File: src/rtl/alu_mdu_if.sv
// Request/result bundle between a requester and the alu_mdu execution unit.
interface alu_mdu_if #(
    parameter int unsigned XLEN = 32
);
    logic            START;
    logic [XLEN-1:0] A;
    logic [XLEN-1:0] B;
    logic [4:0]      CTRL;
    logic [2:0]      BRANCHCONDITION;
    logic            BUSY;
    logic            DONE;
    logic [XLEN-1:0] OUT;
    logic            BRANCHFLAG;
    logic            ILLEGAL;

    modport master (
        output START, A, B, CTRL, BRANCHCONDITION,
        input  BUSY, DONE, OUT, BRANCHFLAG, ILLEGAL
    );

    modport slave (
        input  START, A, B, CTRL, BRANCHCONDITION,
        output BUSY, DONE, OUT, BRANCHFLAG, ILLEGAL
    );
endinterface

File: src/rtl/alu_mdu.sv
// ALU with iterative multiply (shift-add) and optional restoring divide.
// Base ops complete in one cycle; MUL*/DIV*/REM* iterate XLEN cycles in RUN.
// Build macro ALU_MDU_DIV_EN: when defined the divider is present; when not,
// DIV/DIVU/REM/REMU are reported as illegal ops.
module alu_mdu #(
    parameter int unsigned XLEN = 32,
    parameter int unsigned SHW  = $clog2(XLEN)
) (
    input  logic     CLK,
    input  logic     RESETN,
    alu_mdu_if.slave bus
);
    localparam int unsigned CW = $clog2(XLEN);
    localparam int unsigned WW = 2 * XLEN + 1;

`ifdef ALU_MDU_DIV_EN
    localparam bit DIV_EN = 1'b1;
`else
    localparam bit DIV_EN = 1'b0;
`endif

    localparam logic [4:0] OP_ADD    = 5'b00000;
    localparam logic [4:0] OP_SUB    = 5'b00001;
    localparam logic [4:0] OP_SLL    = 5'b00010;
    localparam logic [4:0] OP_SRL    = 5'b00011;
    localparam logic [4:0] OP_SRA    = 5'b00100;
    localparam logic [4:0] OP_AND    = 5'b00101;
    localparam logic [4:0] OP_OR     = 5'b00110;
    localparam logic [4:0] OP_XOR    = 5'b00111;
    localparam logic [4:0] OP_SLT    = 5'b01000;
    localparam logic [4:0] OP_SLTU   = 5'b01001;
    localparam logic [4:0] OP_MUL    = 5'b10000;
    localparam logic [4:0] OP_MULH   = 5'b10001;
    localparam logic [4:0] OP_MULHSU = 5'b10010;
    localparam logic [4:0] OP_MULHU  = 5'b10011;
`ifdef ALU_MDU_DIV_EN
    localparam logic [4:0] OP_DIV    = 5'b10100;
    localparam logic [4:0] OP_DIVU   = 5'b10101;
    localparam logic [4:0] OP_REM    = 5'b10110;
    localparam logic [4:0] OP_REMU   = 5'b10111;
`endif

    localparam logic [2:0] BR_BEQ  = 3'b000;
    localparam logic [2:0] BR_BNE  = 3'b001;
    localparam logic [2:0] BR_BLT  = 3'b100;
    localparam logic [2:0] BR_BGE  = 3'b101;
    localparam logic [2:0] BR_BLTU = 3'b110;
    localparam logic [2:0] BR_BGEU = 3'b111;

    typedef enum logic [1:0] {
        S_IDLE = 2'd0,
        S_RUN  = 2'd1,
        S_FIN  = 2'd2
    } state_e;

    state_e          state_q, state_d;
    logic [CW-1:0]   cnt_q, cnt_d;
    logic [XLEN-1:0] a_q, a_d;
    logic [XLEN-1:0] b_q, b_d;
    logic [4:0]      ctrl_q, ctrl_d;
    logic [2:0]      bc_q, bc_d;
    logic [XLEN-1:0] mcand_q, mcand_d;
    logic [WW-1:0]   work_q, work_d;
    logic            neg_q, neg_d;
    logic            busy_q, busy_d;
    logic            done_q, done_d;
    logic [XLEN-1:0] out_q, out_d;
    logic            bflag_q, bflag_d;
    logic            ill_q, ill_d;

    logic            accept;
    logic            req_legal;
    logic            req_mdu;
    logic            sign_a;
    logic            sign_b;
    logic            a_neg;
    logic            b_neg;
    logic [XLEN-1:0] mag_a;
    logic [XLEN-1:0] mag_b;
    logic [XLEN:0]   mul_sum;
    logic [WW-1:0]   mul_step;
    logic [WW-1:0]   run_step;
    logic [2*XLEN-1:0] prod;
    logic [XLEN-1:0] mdu_res;

    function automatic logic op_legal(input logic [4:0] c);
        logic ok;
        if (!c[4]) begin
            ok = (c[3:0] <= 4'd9);
        end else begin
            ok = !c[3] && (!c[2] || DIV_EN);
        end
        return ok;
    endfunction

    function automatic logic [XLEN-1:0] base_result(input logic [4:0] c,
                                                    input logic [XLEN-1:0] a,
                                                    input logic [XLEN-1:0] b);
        logic [SHW-1:0]  sh;
        logic [XLEN-1:0] r;
        sh = b[SHW-1:0];
        case (c)
            OP_ADD:  r = a + b;
            OP_SUB:  r = a - b;
            OP_SLL:  r = a << sh;
            OP_SRL:  r = a >> sh;
            OP_SRA:  r = XLEN'($signed(a) >>> sh);
            OP_AND:  r = a & b;
            OP_OR:   r = a | b;
            OP_XOR:  r = a ^ b;
            OP_SLT:  r = XLEN'($signed(a) < $signed(b));
            OP_SLTU: r = XLEN'(a < b);
            default: r = '0;
        endcase
        return r;
    endfunction

    function automatic logic branch_taken(input logic [2:0] bc,
                                          input logic [XLEN-1:0] a,
                                          input logic [XLEN-1:0] b);
        logic t;
        case (bc)
            BR_BEQ:  t = (a == b);
            BR_BNE:  t = (a != b);
            BR_BLT:  t = ($signed(a) <  $signed(b));
            BR_BGE:  t = ($signed(a) >= $signed(b));
            BR_BLTU: t = (a <  b);
            BR_BGEU: t = (a >= b);
            default: t = 1'b0;
        endcase
        return t;
    endfunction

    // One shift-add partial product per RUN cycle on operand magnitudes.
    always_comb begin
        mul_sum  = work_q[WW-1:XLEN] + (work_q[0] ? {1'b0, mcand_q} : '0);
        mul_step = {1'b0, mul_sum, work_q[XLEN-1:1]};
    end

`ifdef ALU_MDU_DIV_EN
    logic [XLEN:0]   div_shift;
    logic [XLEN:0]   div_diff;
    logic [WW-1:0]   div_step;
    logic [XLEN-1:0] quo;
    logic [XLEN-1:0] rem;

    // One restoring-division quotient bit per RUN cycle on magnitudes.
    always_comb begin
        div_shift = {work_q[2*XLEN-1:XLEN], work_q[XLEN-1]};
        div_diff  = div_shift - {1'b0, mcand_q};
        if (div_diff[XLEN]) begin
            div_step = {div_shift, work_q[XLEN-2:0], 1'b0};
        end else begin
            div_step = {div_diff, work_q[XLEN-2:0], 1'b1};
        end
        quo = div_step[XLEN-1:0];
        rem = div_step[2*XLEN-1:XLEN];
    end

    assign run_step = ctrl_q[2] ? div_step : mul_step;
`else
    assign run_step = mul_step;
`endif

    // Final MDU result with sign correction, taken from the last iteration.
    always_comb begin
        prod = mul_step[2*XLEN-1:0];
        if (neg_q) begin
            prod = -prod;
        end
        mdu_res = '0;
        case (ctrl_q)
            OP_MUL:                       mdu_res = prod[XLEN-1:0];
            OP_MULH, OP_MULHSU, OP_MULHU: mdu_res = prod[2*XLEN-1:XLEN];
`ifdef ALU_MDU_DIV_EN
            OP_DIV:  mdu_res = (b_q == '0) ? '1 : (neg_q ? -quo : quo);
            OP_DIVU: mdu_res = (b_q == '0) ? '1 : quo;
            OP_REM:  mdu_res = (b_q == '0) ? a_q : (a_q[XLEN-1] ? -rem : rem);
            OP_REMU: mdu_res = (b_q == '0) ? a_q : rem;
`endif
            default: mdu_res = '0;
        endcase
    end

    // Operand signedness and magnitudes for an incoming MDU request.
    always_comb begin
        sign_a = (bus.CTRL == OP_MULH) || (bus.CTRL == OP_MULHSU);
        sign_b = (bus.CTRL == OP_MULH);
`ifdef ALU_MDU_DIV_EN
        if ((bus.CTRL == OP_DIV) || (bus.CTRL == OP_REM)) begin
            sign_a = 1'b1;
            sign_b = 1'b1;
        end
`endif
        a_neg = sign_a && bus.A[XLEN-1];
        b_neg = sign_b && bus.B[XLEN-1];
        mag_a = a_neg ? -bus.A : bus.A;
        mag_b = b_neg ? -bus.B : bus.B;
    end

    // Next-state, capture and result logic.
    always_comb begin
        state_d = state_q;
        cnt_d   = cnt_q;
        a_d     = a_q;
        b_d     = b_q;
        ctrl_d  = ctrl_q;
        bc_d    = bc_q;
        mcand_d = mcand_q;
        work_d  = work_q;
        neg_d   = neg_q;
        out_d   = out_q;
        bflag_d = bflag_q;
        ill_d   = ill_q;

        accept    = bus.START && (state_q != S_RUN);
        req_legal = op_legal(bus.CTRL);
        req_mdu   = req_legal && bus.CTRL[4];

        case (state_q)
            S_RUN: begin
                cnt_d  = cnt_q + CW'(1);
                work_d = run_step;
                if (cnt_q == CW'(XLEN - 1)) begin
                    state_d = S_FIN;
                    out_d   = mdu_res;
                    bflag_d = branch_taken(bc_q, a_q, b_q);
                    ill_d   = 1'b0;
                end
            end
            S_FIN:   state_d = S_IDLE;
            default: state_d = S_IDLE;
        endcase

        if (accept) begin
            a_d    = bus.A;
            b_d    = bus.B;
            ctrl_d = bus.CTRL;
            bc_d   = bus.BRANCHCONDITION;
            if (req_mdu) begin
                state_d = S_RUN;
                cnt_d   = '0;
                work_d  = {(XLEN + 1)'(0), mag_a};
                mcand_d = mag_b;
                neg_d   = a_neg ^ b_neg;
            end else begin
                state_d = S_FIN;
                out_d   = req_legal ? base_result(bus.CTRL, bus.A, bus.B) : '0;
                bflag_d = branch_taken(bus.BRANCHCONDITION, bus.A, bus.B);
                ill_d   = !req_legal;
            end
        end

        busy_d = (state_d == S_RUN);
        done_d = (state_d == S_FIN);
    end

    // State and datapath registers.
    always_ff @(posedge CLK or negedge RESETN) begin
        if (!RESETN) begin
            state_q <= S_IDLE;
            cnt_q   <= '0;
            a_q     <= '0;
            b_q     <= '0;
            ctrl_q  <= '0;
            bc_q    <= '0;
            mcand_q <= '0;
            work_q  <= '0;
            neg_q   <= 1'b0;
            busy_q  <= 1'b0;
            done_q  <= 1'b0;
            out_q   <= '0;
            bflag_q <= 1'b0;
            ill_q   <= 1'b0;
        end else begin
            state_q <= state_d;
            cnt_q   <= cnt_d;
            a_q     <= a_d;
            b_q     <= b_d;
            ctrl_q  <= ctrl_d;
            bc_q    <= bc_d;
            mcand_q <= mcand_d;
            work_q  <= work_d;
            neg_q   <= neg_d;
            busy_q  <= busy_d;
            done_q  <= done_d;
            out_q   <= out_d;
            bflag_q <= bflag_d;
            ill_q   <= ill_d;
        end
    end

    assign bus.BUSY       = busy_q;
    assign bus.DONE       = done_q;
    assign bus.OUT        = out_q;
    assign bus.BRANCHFLAG = bflag_q;
    assign bus.ILLEGAL    = ill_q;

endmodule

File: src/flat_wrapper.sv
// flat-port wrapper written by rule: the top's interface ports become plain ports
module alu_mdu_flat 
#(
    parameter int unsigned XLEN = 32,
    parameter int unsigned SHW  = $clog2(XLEN)
)
  (CLK, RESETN, bus_START, bus_A, bus_B, bus_CTRL, bus_BRANCHCONDITION, bus_BUSY, bus_DONE, bus_OUT, bus_BRANCHFLAG, bus_ILLEGAL);
  alu_mdu_if #(.XLEN(XLEN)) bus_i ();
  input  logic CLK;
  input  logic RESETN;
  input wire logic [$bits(bus_i.START)-1:0] bus_START;
  input wire logic [$bits(bus_i.A)-1:0] bus_A;
  input wire logic [$bits(bus_i.B)-1:0] bus_B;
  input wire logic [$bits(bus_i.CTRL)-1:0] bus_CTRL;
  input wire logic [$bits(bus_i.BRANCHCONDITION)-1:0] bus_BRANCHCONDITION;
  output wire logic [$bits(bus_i.BUSY)-1:0] bus_BUSY;
  output wire logic [$bits(bus_i.DONE)-1:0] bus_DONE;
  output wire logic [$bits(bus_i.OUT)-1:0] bus_OUT;
  output wire logic [$bits(bus_i.BRANCHFLAG)-1:0] bus_BRANCHFLAG;
  output wire logic [$bits(bus_i.ILLEGAL)-1:0] bus_ILLEGAL;
  assign bus_i.START = bus_START;
  assign bus_i.A = bus_A;
  assign bus_i.B = bus_B;
  assign bus_i.CTRL = bus_CTRL;
  assign bus_i.BRANCHCONDITION = bus_BRANCHCONDITION;
  assign bus_BUSY = bus_i.BUSY;
  assign bus_DONE = bus_i.DONE;
  assign bus_OUT = bus_i.OUT;
  assign bus_BRANCHFLAG = bus_i.BRANCHFLAG;
  assign bus_ILLEGAL = bus_i.ILLEGAL;
  alu_mdu #(.XLEN(XLEN), .SHW(SHW)) u_core (.CLK(CLK), .RESETN(RESETN), .bus(bus_i));
endmodule
File: config.mk
export PLATFORM = sky130hd
export DESIGN_NAME = alu_mdu_flat
export DESIGN_NICKNAME = d
export VERILOG_FILES = /design/src/rtl/alu_mdu_if.sv /design/src/rtl/alu_mdu.sv /design/src/flat_wrapper.sv
export SDC_FILE = /design/constraint.sdc
export NUM_CORES = 1
export LEC_CHECK = 0
export BUFFER_PORTS_ARGS = -buffer_cell sky130_fd_sc_hd__buf_2
export CAP_MARGIN = 20
export CORE_MARGIN = 2
export CORE_UTILIZATION = 45
export CTS_BUF_LIST = sky130_fd_sc_hd__clkbuf_16
export CTS_CLUSTER_DIAMETER = 60
export DETAILED_ROUTE_END_ITERATION = 16
export GPL_TIMING_DRIVEN = 1
export SLEW_MARGIN = 5
export SYNTH_ARGS = -nofsm -noshare
export SYNTH_HDL_FRONTEND = slang
export SYNTH_SLANG_ARGS = --single-unit
File: constraint.sdc
create_clock -name CLK -period 4.3 [get_ports CLK]
set_clock_uncertainty 0.1 [all_clocks]
set_input_delay 0.43 -clock CLK [delete_from_list [all_inputs] [get_ports CLK]]
set_output_delay 0.43 -clock CLK [all_outputs]
set_load 0.03 [all_outputs]
# After elaboration in Yosys (flattened, before gate mapping)
# Cells that the tools add are included.
# word_totals
reg_bits,213
out_inout_bits,36
latchBits,0
rom_bits,0
ramBits,0
wordCells,117
n_memories,0
in_bits,75
# classes
multipliers,0
reduce_logical,14
eq_ne,34
div_mod_pow,0
muxes,32
shifts,3
magnitude_cmp,9
bitwise,4
add_sub_neg,7
# op_table
cell,count
$pmux W32 S10,1
$mux W32,8
$mux W65,3
$ge A32 B32 Y1,4
$lt A32 B32 Y1,4
$eq A32 B32 Y1,2
$mux W64,1
$ne A32 B32 Y1,2
$neg A32 Y32,2
$neg A64 Y64,1
$pmux W32 S2,1
$eq A5 B5 Y1 const B,7
$add A33 B33 Y33,1
$add A32 B32 Y32,1
$and A32 B32 Y32,1
$or A32 B32 Y32,1
$shl A32 B5 Y32,1
$shr A32 B5 Y32,1
$sshr A32 B5 Y32,1
$sub A32 B32 Y32,1
$xor A32 B32 Y32,1
$eq A3 B3 Y1 const B,8
$eq A5 B3 Y1 const B,4
$mux W5,3
other kinds (20),43

# Depth between registers and ports, before layout
# depth
depth_word,9
depth_mapped,18
depth_no_buf,15

# Least setup slack after synthesis
# OpenSTA, ideal clock, no wires.
# synth_timing
kind,input-to-reg
startpoint,input bus_B[2]
endpoint,register u_core.out_q[25] (netlist: u_core.bus.OUT[25])
setup_time_ns,0.124
required_ns,4.076
arrival_ns,4.575
setup_slack_ns,-0.499
path_buffers,4
path_stages,16
cell_sequence,clkinv_1 -> buf_1 -> buf_1 -> clkbuf_1 -> ha_1 -> clkbuf_1 -> or4_1 -> a21oi_1 -> o21ai_0 -> a2111oi_0 -> o21ai_0 -> a21oi_1 -> nor3_1 -> o32a_1 -> o21a_1 -> a211o_1
# synth_via
elab_chain_cells,5
word_cells_on_any_way,9
cone_classes,add/sub (2); shift (3); mux (4)
# synth_rtl
element,line,rtl
from (decl),flat_wrapper.sv:13,input wire logic [$bits(bus_i.B)-1:0] bus_B;
"$sub A32 B32 Y32, or another cell as far along",alu_mdu.sv:104,OP_SUB: r = a - b;
$pmux W32 S10 (*),alu_mdu.sv:102,case (c)
$mux W32 (*),alu_mdu.sv:248,"out_d = req_legal ? base_result(bus.CTRL, bus.A, bus.B) : '0;"
$mux W32 (*),alu_mdu.sv:240,if (req_mdu) begin
$mux W32 (*),alu_mdu.sv:235,if (accept) begin
named net u_core.out_d[25],alu_mdu.sv:67,"logic [XLEN-1:0] out_q, out_d;"
to (signal assigned),alu_mdu.sv:287,out_q <= out_d;
to (decl),alu_mdu.sv:67,
# The timed path passes the listed nets; every way through them passes the cells marked *.
# A chain may end at the register's enable or synchronous reset.

# Worst setup path in the final report
# layout_timing
startpoint,register u_core.work_q[0]
endpoint,register u_core.out_q[25] (netlist: u_core.bus.OUT[25])
# layout_via
elab_chain_cells,9
# layout_rtl
element,line,rtl
from (decl),alu_mdu.sv:63,"logic [WW-1:0] work_q, work_d;"
from (signal assigned),alu_mdu.sv:283,work_q <= work_d;
$mux W32 (*),alu_mdu.sv:136,"mul_sum = work_q[WW-1:XLEN] + (work_q[0] ? {1'b0, mcand_q} : '0);"
$add A33 B33 Y33 (*),alu_mdu.sv:136,
$neg A64 Y64,alu_mdu.sv:169,prod = -prod;
$mux W64 (*),alu_mdu.sv:168,if (neg_q) begin
$pmux W32 S2 (*),alu_mdu.sv:172,case (ctrl_q)
$mux W32 (*),alu_mdu.sv:224,if (cnt_q == CW'(XLEN - 1)) begin
$mux W32 (*),alu_mdu.sv:220,case (state_q)
$mux W32,alu_mdu.sv:240,
$mux W32 (*),alu_mdu.sv:235,
named net u_core.out_d[25],alu_mdu.sv:67,
# Marks and branches as above.

==> results.md <==
- Count of different cell masters after synthesis: 93
- Final hold vios: 0
- Crit start category: flop
- Top post-synthesis cells by count: nand2_1 (419), nor2_1 (304), o21ai_0 (290)
- RSZ-0062 raised after global routing: true
- Critical-path cell list: buf_4 > buf_4 > and2_1 > ha_1 > buf_4 > a31oi_1 > o21ai_0 > or2_4 > xnor2_1 > o2111a_1 > nand4b_1 > nor4_4 > nor2_1 > xor2_1 > a211o_1
- Static Leakage: between 10 and 15 nW
- Final GP Congestion: 1.05
- Clock network latency to the later pin of the worst-skew pair: ~590 ps
- Worst setup endpoint: u_core.bus.OUT[25]
- Flops & latches, synth: ~210
- Post-place setup slack: -111 ps
- Worst-Margin Slew: ~1100 ps
- Buffer levels on the longest clock path: 3
- Number of cells on the critical path: 15
- Most common cell on crit path: buf_4
- Clock sinks: 213
- Gr usage total: between 40% and 50%
- Largest stage delay, worst path: about 650 ps
- Worst rel slew slack: between 20 and 30%
- First-pass GRT wire length: around 160,000 um
- Critical path type: flop to flop
- Clk slew on worst S/H paths: 60 ps
- Placed Area: 0.0258 mm^2
- Worst hold path type: input pin to flop
- Worst r2r dst: u_core.bus.OUT[25]
- Worst R2R Setup Slack: slightly above 80 ps
- CP endpoint kind: flop
- Vias: between 20,000 and 30,000
- Layout net count: 3,533
- DRC violations left: 0
- Starting DRC count in detailed routing: around 3,000
- PD cells: between 400 and 500 mW/mm^2
- First-pass iteration count of the detailed router: 6
- Critical path arrival: 4570 ps
- Die Ht: ~230 um
- CP required: between 4000 and 5000 ps
- Synth top area share: 23.4%
- Crit-path slowest cell: o21ai_0
- Mapped Nets: between 3,000 and 4,000
- Antenna viol nets, final: 0
- WL/cell: between 20 and 30 um
- Register-to-Register Path Depth: 15
- Post-synth EDFFs: 0
- CTS tree: done
- RR Startpoint: u_core.work_q[0]
- Total wire length: approximately 110,000 um
- Layout cell share with drive strength beyond 1: 19.1%
- Initial core utilization: a little under half
- Top_reg_cell synth: dfrtp_1
- Setup slack after layout: between 80 and 90 ps
- Antenna violations before repair: 10
- Yosys warnings: 0
- Crit Path Max Fanout: 14
- Peak VDD IR: 308 uV
- Chip width: roughly 230 um
- Avg Inst Size Synth: between 7 and 8 um^2
- Final Util: between 50% and 60%
- Setup crit start: u_core.work_q[0]
- Vias per cell: roughly 6.5
- Final setup violation count: 0
- Critical path buffers and inverters: 3
- Area Growth Syn to Fin: 19.5%
- Vias in the first global route: 24,900
- Largest net degree at the start of global routing: between 100 and 150
- Core area: 0.0501 mm^2
- Htree depth: 2
- I/O Buffers: 110
- TritonCTS buffer count: 34
- Core Rows: 82
- Family with the most delay on the worst path: compound AO/OA/AOI/OAI gates
- TNS Setup: 0 ps
- Synth area leaders: dfrtp_1 (23%), ha_1 (9.1%), nand2_1 (6.9%)
- Async SR Flop Fraction: 100%
- Dpl hpwl: approximately 88,000 um
- Total power: between 0.01 and 0.015 W
- Footprint of the multi-input gates: roughly 0.016 mm^2
- IO Count: about 110
- Slew Limit Fails: 0
- Status: finished, final reports clean
- Mapped Area: 0.0228 mm^2
- Die area: 0.0525 mm^2
- Number of fill cells in the layout: just under 5,000
- Post-synthesis cell count: between 3,000 and 4,000
- Sequential element share of the synthesized area: between 20% and 30%
- Top-count cell post-synth: nand2_1
- Final Cell Area: between 0.02 and 0.03 mm^2
- Cell taking the most area after synthesis: dfrtp_1
- Total grt overflow: 0
- Register area: ~0.0053 mm^2
- Final period util: 98.1%
- MaxCap Viol Count: 0
- Clock root buffer: clkbuf_16
- Fin crit period: approximately 4200 ps
- Fmax: about 240 MHz
power by group:
group / switching [W] / internal (W) / total [W]
clock: 0.00119 / 0.00160 / 0.00279
combinational: 0.00354 / 0.00234 / 0.00587
sequential: 0.000447 / 0.00245 / 0.00289
worst min-delay path by stage:
stage	startpoint	to	cells past startpoint
floorplan	RESETN	u_core.a_q[0]	0
global placement	RESETN	u_core.mcand_q[23]	1
detailed placement	RESETN	u_core.mcand_q[29]	1
CTS	bus_BRANCHCONDITION[1]	u_core.bc_q[1]	2
global route	bus_BRANCHCONDITION[1]	u_core.bc_q[1]	2
finish	bus_BRANCHCONDITION[1]	u_core.bc_q[1]	2
sequential cells by signal, indices dropped and copies added, names as in the netlist:
register / count
u_core.a_q: 32
u_core.b_q: 32
u_core.bc_q: 3
u_core.bus.BRANCHFLAG: 1
u_core.bus.BUSY: 1
u_core.bus.DONE: 1
u_core.bus.ILLEGAL: 1
u_core.bus.OUT: 32
u_core.cnt_q: 5
u_core.ctrl_q: 5
u_core.mcand_q: 32
u_core.neg_q: 1
u_core.state_q: 2
u_core.work_q: 65
layout by cell type (no fill, tap or decap), drive strengths merged, types with 13 or more instances in the layout:
master	instances
a211oi	42
a21o	43
a21oi	229
a221oi	32
a31oi	61
and2	50
and3	18
buf	440
clkbuf	34
clkinv	16
dfrtp	213
ha	166
inv	147
mux2	27
mux2i	56
mux4	39
nand2	420
nand2b	22
nand3	46
nand4	29
nor2	305
nor3	60
nor4	20
o211ai	27
o21a	14
o21ai	296
o21bai	13
o221ai	15
o22ai	23
o31ai	42
or3	21
or4	13
xnor2	95
xor2	61
layer usage:
metal / GRT usage [%] / routed length, um / up-vias
li1: - / - / 11500
met1: 54.0 / 44400 / 12500
met2: 64.6 / 49400 / 1525
met3: 9.82 / 11400 / 369
met4: 24.3 / 7540 / 6
met5: 0.184 / 42 / -
final cells by class:
| type | count | area share, % |
|---|---|---|
| inverters | 138 | 1.90 |
| flip-flops and latches | 213 | 19.6 |
| repair buffers | 441 | 11.3 |
| diodes | 4 | 0.0368 |
| well taps | 672 | 3.09 |
| multi-input cells | 2461 | 60.0 |
| clock inverters | 28 | 0.951 |
| clock buffers | 34 | 3.13 |
worst register-to-register path: cells and delay by family, from the launching register on:
kind	cells	cell delay, ps
xor gates and xnor gates	2	300
adders and majority gates	1	400
DFF	1	370
AOI/OAI and AO/OA	4	1300
and+or+nand+nor	5	1090
buffers and inverters	3	530
per-stage QoR:
| stage | instances | hold WS (ps) |
|---|---|---|
| after global placement | 3912 | 286 |
| after CTS | 3976 | 2.68 |
| after floorplan | 3031 | 34.4 |
| after detailed placement | 3913 | 296 |
| after global routing | 3989 | 14.4 |
| final | 3991 | 14.6 |
cells by family (layout without fill, tap and decap cells):
kind of cell / count (synthesis) / in the layout / synth area share [%]
DFF: 213 / 213 / 23.4
AOI/OAI and AO/OA: 965 / 965 / 26.9
adders and majority gates: 169 / 169 / 9.38
xor gates and xnor gates: 156 / 156 / 6.00
and+or+nand+nor: 1049 / 1049 / 20.8
muxes: 122 / 122 / 7.65
buffers and inverters: 357 / 641 / 5.94
other: 0 / 4 / 0
what timing repair did:
item / in CTS / in global routing
pin swaps: 0 / 13
resized for setup: 1 / 38
hold buffers: 1 / 0
setup buffers: 0 / 11
endpoints found under the hold margin: 53 / 0
setup endpoints to repair: 7 / 19
Note: power is estimated with default switching activity, not from simulation.
